===== src/rtl/req_ack_arbiter.sv =====
// Round-robin arbiter sharing one four-phase req/ack responder among N_REQ requesters.
// Optional WAIT_ACK abort timer is enabled with the ARB_TIMEOUT_EN macro.
module req_ack_arbiter #(
    parameter int unsigned N_REQ   = 4,
    parameter int unsigned TIMEOUT = 16
) (
    input  logic                     clk,
    input  logic                     rst,
    input  logic [N_REQ-1:0]         req,
    output logic [N_REQ-1:0]         ack,
    output logic                     m_req,
    input  logic                     m_ack,
    output logic [$clog2(N_REQ)-1:0] gnt_id,
    output logic                     busy,
    output logic                     timeout_err
);

    localparam int unsigned IdW = $clog2(N_REQ);
    localparam logic [IdW:0] NReqW = (IdW+1)'(N_REQ);
    localparam logic [IdW-1:0] LastId = IdW'(N_REQ - 1);

    typedef enum logic [1:0] {
        StIdle,
        StWaitAck,
        StWaitRel
    } state_e;

    state_e         state_q, state_d;
    logic [IdW-1:0] ptr_q, ptr_d;
    logic [IdW-1:0] gnt_q, gnt_d;
    logic [IdW-1:0] pick;
    logic [IdW:0]   idx_sum;
    logic           found;
    logic [IdW-1:0] gnt_next;

    // First set request at or above ptr, wrapping modulo N_REQ.
    always_comb begin
        pick    = ptr_q;
        found   = 1'b0;
        idx_sum = '0;
        for (int unsigned k = 0; k < N_REQ; k++) begin
            idx_sum = {1'b0, ptr_q} + (IdW+1)'(k);
            if (idx_sum >= NReqW) begin
                idx_sum = idx_sum - NReqW;
            end
            if (!found && req[idx_sum[IdW-1:0]]) begin
                found = 1'b1;
                pick  = idx_sum[IdW-1:0];
            end
        end
    end

    assign gnt_next = (gnt_q == LastId) ? '0 : gnt_q + IdW'(1);

`ifdef ARB_TIMEOUT_EN
    logic [7:0] cnt_q, cnt_d;
    logic       abort;
    logic       terr_q;

    assign abort = (state_q == StWaitAck) && !m_ack && (cnt_q == 8'(TIMEOUT - 1));

    always_comb begin
        cnt_d = cnt_q;
        if (state_q == StIdle) begin
            cnt_d = '0;
        end else if (state_q == StWaitAck) begin
            cnt_d = cnt_q + 8'd1;
        end
    end

    always_ff @(posedge clk) begin
        if (rst) begin
            cnt_q  <= '0;
            terr_q <= 1'b0;
        end else begin
            cnt_q  <= cnt_d;
            terr_q <= abort;
        end
    end

    assign timeout_err = terr_q;
`else
    logic abort;
    logic unused_timeout;

    assign abort          = 1'b0;
    assign unused_timeout = ^TIMEOUT;
    assign timeout_err    = 1'b0;
`endif

    always_comb begin
        state_d = state_q;
        ptr_d   = ptr_q;
        gnt_d   = gnt_q;
        unique case (state_q)
            StIdle: begin
                if (found) begin
                    gnt_d   = pick;
                    state_d = StWaitAck;
                end
            end
            StWaitAck: begin
                // A late m_ack beats the timer on the same cycle.
                if (m_ack) begin
                    state_d = StWaitRel;
                end else if (abort) begin
                    state_d = StIdle;
                    ptr_d   = gnt_next;
                end
            end
            StWaitRel: begin
                if (!m_ack && !req[gnt_q]) begin
                    state_d = StIdle;
                    ptr_d   = gnt_next;
                end
            end
            default: begin
                state_d = StIdle;
            end
        endcase
    end

    always_ff @(posedge clk) begin
        if (rst) begin
            state_q <= StIdle;
            ptr_q   <= '0;
            gnt_q   <= '0;
        end else begin
            state_q <= state_d;
            ptr_q   <= ptr_d;
            gnt_q   <= gnt_d;
        end
    end

    always_comb begin
        ack = '0;
        if (state_q == StWaitRel) begin
            ack[gnt_q] = 1'b1;
        end
    end

    assign m_req  = (state_q == StWaitAck);
    assign busy   = (state_q != StIdle);
    assign gnt_id = gnt_q;

endmodule

===== config.mk =====
export PLATFORM = sky130hd
export DESIGN_NAME = req_ack_arbiter
export DESIGN_NICKNAME = d
export VERILOG_FILES = /design/src/rtl/req_ack_arbiter.sv
export SDC_FILE = /design/constraint.sdc
export NUM_CORES = 1
export LEC_CHECK = 0
export BUFFER_PORTS_ARGS = -buffer_cell sky130_fd_sc_hd__clkbuf_2
export CAP_MARGIN = 20
export CELL_PAD_IN_SITES_DETAIL_PLACEMENT = 0
export CELL_PAD_IN_SITES_GLOBAL_PLACEMENT = 1
export CORE_MARGIN = 2
export CORE_UTILIZATION = 38
export CTS_CLUSTER_SIZE = 16
export DETAILED_ROUTE_END_ITERATION = 8
export PLACE_DENSITY_LB_ADDON = 0.05
export SLEW_MARGIN = 20
export SYNTH_ARGS = -nofsm -noshare
export SYNTH_HDL_FRONTEND = slang
export SYNTH_SLANG_ARGS = --single-unit

===== constraint.sdc =====
create_clock -name clk -period 4.6 [get_ports clk]
set_input_delay 0.92 -clock clk [delete_from_list [all_inputs] [get_ports clk]]
set_output_delay 0.92 -clock clk [all_outputs]
set_load 0.05 [all_outputs]

[Word level (Yosys, flattened, before mapping)]
Cells that the tools add are included.
Operators by class
  add/subtract/negate cells: 8
  multiply operators: 0
  divide/modulo/power cells: 0
  magnitude comparators: 10
  equality and inequality tests: 6
  shift operators: 0
  multiplexer cells: 30
  bitwise gates (word level): 0
  reduce and logical (&&, ||, !) cells: 15
Operators by type and width (number)
  2-bit two-way mux: 12
  2-bit by 3-bit < comparator with 1-bit output (second input constant): 5
  1-bit binary-select mux with 2-bit select: 5
  1-bit two-way mux: 10
  3-bit greater-or-equal comparator (second input constant): 3
  2-bit by 1-bit subtractor with 2-bit output (second input constant): 4
  2-bit by 2-bit adder with 3-bit output (second input constant): 2
  2-bit case mux with 3 select lines: 1
  1-bit logical AND: 5
  1-bit zero test: 5
  2-bit == test (second input constant): 2
  4-bit two-way mux: 1
  2-bit != test (second input constant): 2
  2-bit AND reduction: 2
  2-bit by 1-bit adder with 3-bit output (second input constant): 1
  2-bit by 3-bit greater-or-equal comparator with 1-bit output (second input constant): 1
  3-bit AND reduction: 1
  2-bit by 1-bit adder with 2-bit output (second input constant): 1
  1-bit demux with 2-bit select: 1
  2-bit by 1-bit == test with 1-bit output (second input constant): 1
  2-bit by 1-bit greater-or-equal comparator with 1-bit output (second input constant): 1
  2-bit zero test: 1
  2-bit by 1-bit != test with 1-bit output (second input constant): 1
  2-bit nonzero test: 1
Storage, ports and cells
  register bits after elaboration: 6
  bits in latches: 0
  bits in writable memories: 0
  bits in read-only memories: 0
  bits of input ports: 7
  output and inout port bits: 9
  logic and storage cells: 72
  memories kept: 0

[Longest topological paths before layout]
  depth in word-level cells: 16
  mapped depth: 4
  gate-level depth less buffers: 4

[Worst setup path before layout]
No wires, ideal clock.
  path kind: register to output
  start: reg gnt_q[0] (netlist: gnt_id[0])
  end: out ack[3]
  arrival: 1398 ps
  data required time: 3680 ps
  slack: 2282 ps
  cell stages (with the launch flop): 3
  path buffers: 0
  path through: dfxtp_1 ha_1 and2_1
Between the ends
  cells in the longest elaborated chain, start to end: 5
  elaborated cells between the ends (all ways): 6
  classes of those cells: order compare: 2; mux: 3; reduce/logical: 1
Ends and longest elaborated chain
  start: declaration: RTL line 30  | logic [IdW-1:0] gnt_q, gnt_d;
  start signal: assignment: RTL line 131  | gnt_q <= gnt_d;
  2-bit by 3-bit < comparator with 1-bit output (implied by the code) or 2-bit by 1-bit greater-or-equal comparator with 1-bit output (tied branches): RTL line 138  | ack[gnt_q] = 1'b1;
  1-bit logical AND (implied by the code): RTL line 138
  1-bit two-way mux (implied by the code): RTL line 138
  1-bit demux with 2-bit select *: RTL line 138
  4-bit two-way mux *: RTL line 137  | if (state_q == StWaitRel) begin
  end: declaration: RTL line 10  | output logic [N_REQ-1:0] ack,
Every way passes the cells marked *; elsewhere a longest branch is shown, timed or not.

[Worst setup path after layout]
  start: reg gnt_q[0] (netlist: gnt_id[0])
  end: out ack[0]
Same word-level chain as after synthesis.

==> out/results.txt <==
The run finished with clean final reports. The root buffer cell chosen for the clock tree is sky130_fd_sc_hd__clkbuf_4. For the number of resized instances in the post-cts repair step, the log shows 0. Slew of the pin with the lowest slew margin: 0.577 ns. The run gives 2.26 ns as the final worst setup slack. After synthesis, the mean cell area works out to 8.78 um^2. Setup repair after global routing left no endpoint under its margin. The tools report the initial antenna violation count as 0.

The share of the clock period used by the worst path works out to 50.8%. The logs give 0 ns for the total negative slack and 30 for the count of different cell masters after synthesis. The run gives 120 um^2 as the register area. The total CTS buffers came out at 3.

The logs give 22.8% for the sequential element share of the synthesized area and 1 for the level count of the clock H-tree. The routed wirelength normalized by instance count works out to 11.8 um. The area of the die came out at 1700 um^2.

The number of cells traversed by the worst register-to-register path came out at 3. The count of unresolved DRC violations after routing was 0; the post-layout minimum cycle time was 2.34 ns. After the flow finishes, the layout carries non-filler instances totaling 91. The total placed cells including tap cells was 88; the share of cells above drive strength 1 was 32.9%.

In this run the horizontal extent of the chip is 41.2 um. For this run, the detailed router's first-pass iteration total came to 2. At the worst endpoint, the required time is 3.68 ns. For the worst setup path, the data arrival time is 1.42 ns. In the final design database the tool counted 89 nets. The floorplan step set the die height to 41.2 um.

The number of global-route vias before repair is 396. The critical path is of the flop to output pin type. For this run, the leading register cell type out of synthesis is sky130_fd_sc_hd__dfxtp_1.

The routed layout has 478 vias. The total grt overflow came out at 0. Summing every instance area after synthesis gives 527 um^2. The first global-routing pass estimated 1670 um of wire.

The repair_antennas step left the layout with diodes totalling 0. Setup violations remaining at the end of the flow were counted as 0. Initial cell density of the core: 40.5%. The cell area power density is 248 nW/um^2, and the worst hold path depth is 1. The tools report the leakage power as 0.000276 uW.

Highest net fanout along the worst path: 9. In this run the critical register-to-register path is launched from gnt_id[1]$_SDFFE_PP0P_. The launching element type of the critical path is a flop. The run gives 0.00243 ns as the worst setup skew after layout.

In this run the critical register-to-register path is captured at ptr_q[0]$_SDFFE_PP0P_. In the synthesized netlist the async set-or-reset flop fraction comes to 0%. TritonCTS built the clock tree. The number of slew-limit violations in the final report came out at 0. Hold repair after CTS inserted 0 buffers.

Synthesis inferred 6 register bits. Detailed placement ended at an HPWL of 840 um. Port buffer count: 14. The worst setup path is captured at an output pin.

The number of enable flip-flop cells after synthesis came out at 0. The number of fill cells in the layout is 139, and the minimum setup slack among reg-to-reg paths is 3.01 ns. Counting every net in the synthesized netlist gives 71. The overall routing resource usage was 15.5%. The area added between synthesis and finish is 19.7%.

The tools report the endpoint of the worst hold path as state_q[0]$_SDFFE_PP0P_. The post-route core utilization was 48.5%; the multi-input combinational cell area was 388 um^2. At the end of routability-driven placement, the weighted congestion stood at 0.731.

The worst-case headroom to the max-slew limit is 61.2%. The run gives 2.46 ns as the worst slack after detailed placement. Using the TritonRoute via totals, the vias-per-cell ratio works out to 5.25. For the count of standard-cell rows, the log shows 13. Entering global routing, the biggest net connects 10 pins. The floorplan step defined a core boundary enclosing 1300 um^2. Post-CTS timing repair inserted 0 buffers for setup.

Once placement finished, the instance area stood at 608 um^2. For the DRC marker count from the first detailed-route iteration, the log shows 5. Counting every sink on the clock net gives 6.

Count of endpoints failing hold in the final timing report: 0. The tools report the count of antenna-violating nets left after detailed routing as 0. In this run the deepest clock path goes through 2 buffers. At the later pin of the worst-skew pair, clock insertion delay measures 0.25 ns. Gate count of the mapped netlist: 60. During I/O placement, the number of pins put on the boundary was 16.

Based on the critical path, the design can be clocked at up to 428 MHz. The startpoint of the most critical hold path was state_q[1]$_SDFFE_PP0P_. Max-cap violations in this run came to 0.

Summing all non-filler instances in the final layout gives an area of 631 um^2. IR analysis of the VDD net gives a maximum drop of 0.117 mV. After detailed routing, the total wire length is 1080 um.

In this run the worst hold path is classified as flop to flop. During synthesis, Yosys emitted a total of 0 warnings. Clock-pin transition on the worst setup and hold timing paths: 0.05 ns.
-- metrics by stage --
stage,hold WS (ns),power (uW)
2_1_floorplan,0.473,94.9
3_5_place_dp,0.516,107
5_1_grt,0.551,166
6_report,0.526,156
4_1_cts,0.522,158
3_3_place_gp,0.540,107
-- registers in the layout, indices dropped and copies added, names as in the netlist --
signal and count:
state_q 2, gnt_id 2, ptr_q 2
-- power breakdown --
group / switching [uW] / leakage (uW) / internal, uW
logic: 29.9 / 0.000213 / 16.8
registers: 4.50 / 0.0000490 / 54.9
clock network: 20.4 / 0.0000138 / 29.6
-- worst max-delay path, cell delays in order, from the launching register on --
cell,delay [ns]
sky130_fd_sc_hd__dfxtp_1,0.50
sky130_fd_sc_hd__inv_1,0.11
sky130_fd_sc_hd__ha_1,0.20
sky130_fd_sc_hd__and2_1,0.13
sky130_fd_sc_hd__clkbuf_2,0.23
-- area by class of cell --
type                       count  area share [%]
clock buffer                   3            3.57
inverter                       3            1.79
multi-input combinational     50            61.5
sequential                     6            19.0
tap                           15            2.98
timing repair buffer          14            11.1
-- kinds of logic after synthesis --
| group | count (synthesis) | synth area share [%] |
|---|---|---|
| simple gates | 29 | 36.3 |
| compound gates | 12 | 18.8 |
| flops | 6 | 22.8 |
| buf+inv | 4 | 3.56 |
| mux | 4 | 8.31 |
| fa+ha+maj | 4 | 9.50 |
| other cells | 1 | 0.712 |
-- cell usage after synthesis (all sizes together), types with 2 or more instances --
library cell / instances / area [um^2]
a21oi: 3 / 15.0
and2: 4 / 25.0
and2b: 2 / 15.0
dfxtp: 6 / 120
ha: 4 / 50.1
inv: 3 / 11.3
mux2: 3 / 33.8
nand2b: 6 / 37.5
nor2b: 5 / 31.3
nor3b: 2 / 15.0
nor4: 2 / 12.5
o21ai: 2 / 10.0
o32ai: 2 / 25.0
or2: 3 / 21.3
-- layout by cell type (no fill, tap or decap), types with 2 or more instances in the layout --
cell type	n
sky130_fd_sc_hd__mux2_2	2
sky130_fd_sc_hd__a21oi_1	3
sky130_fd_sc_hd__and2_1	4
sky130_fd_sc_hd__clkbuf_4	3
sky130_fd_sc_hd__nor4_1	2
sky130_fd_sc_hd__dfxtp_1	6
sky130_fd_sc_hd__or2_2	2
sky130_fd_sc_hd__nor3b_1	2
sky130_fd_sc_hd__clkbuf_2	14
sky130_fd_sc_hd__nand2b_1	6
sky130_fd_sc_hd__nor2b_1	5
sky130_fd_sc_hd__o21ai_0	2
sky130_fd_sc_hd__ha_1	4
sky130_fd_sc_hd__inv_1	3
sky130_fd_sc_hd__and2b_1	2
-- routing by layer --
layer / GRT usage, % / wire, um / up-vias
li1: - / - / 248
met1: 20.2 / 552 / 212
met2: 23.0 / 450 / 14
met3: 3.26 / 57 / 4
met4: 9.68 / 17 / 0
met5: 0 / 0 / -
-- worst max path at each step --
stage,start,to,cells after the start
floorplan,gnt_id[0]$_SDFFE_PP0P_,ack[3],2
global placement,m_ack,ptr_q[0]$_SDFFE_PP0P_,4
detailed placement,m_ack,ptr_q[0]$_SDFFE_PP0P_,4
CTS,gnt_id[0]$_SDFFE_PP0P_,ack[0],4
global route,gnt_id[0]$_SDFFE_PP0P_,ack[0],4
finish,gnt_id[0]$_SDFFE_PP0P_,ack[0],4
No activity file was read; power rests on OpenSTA's default activity.
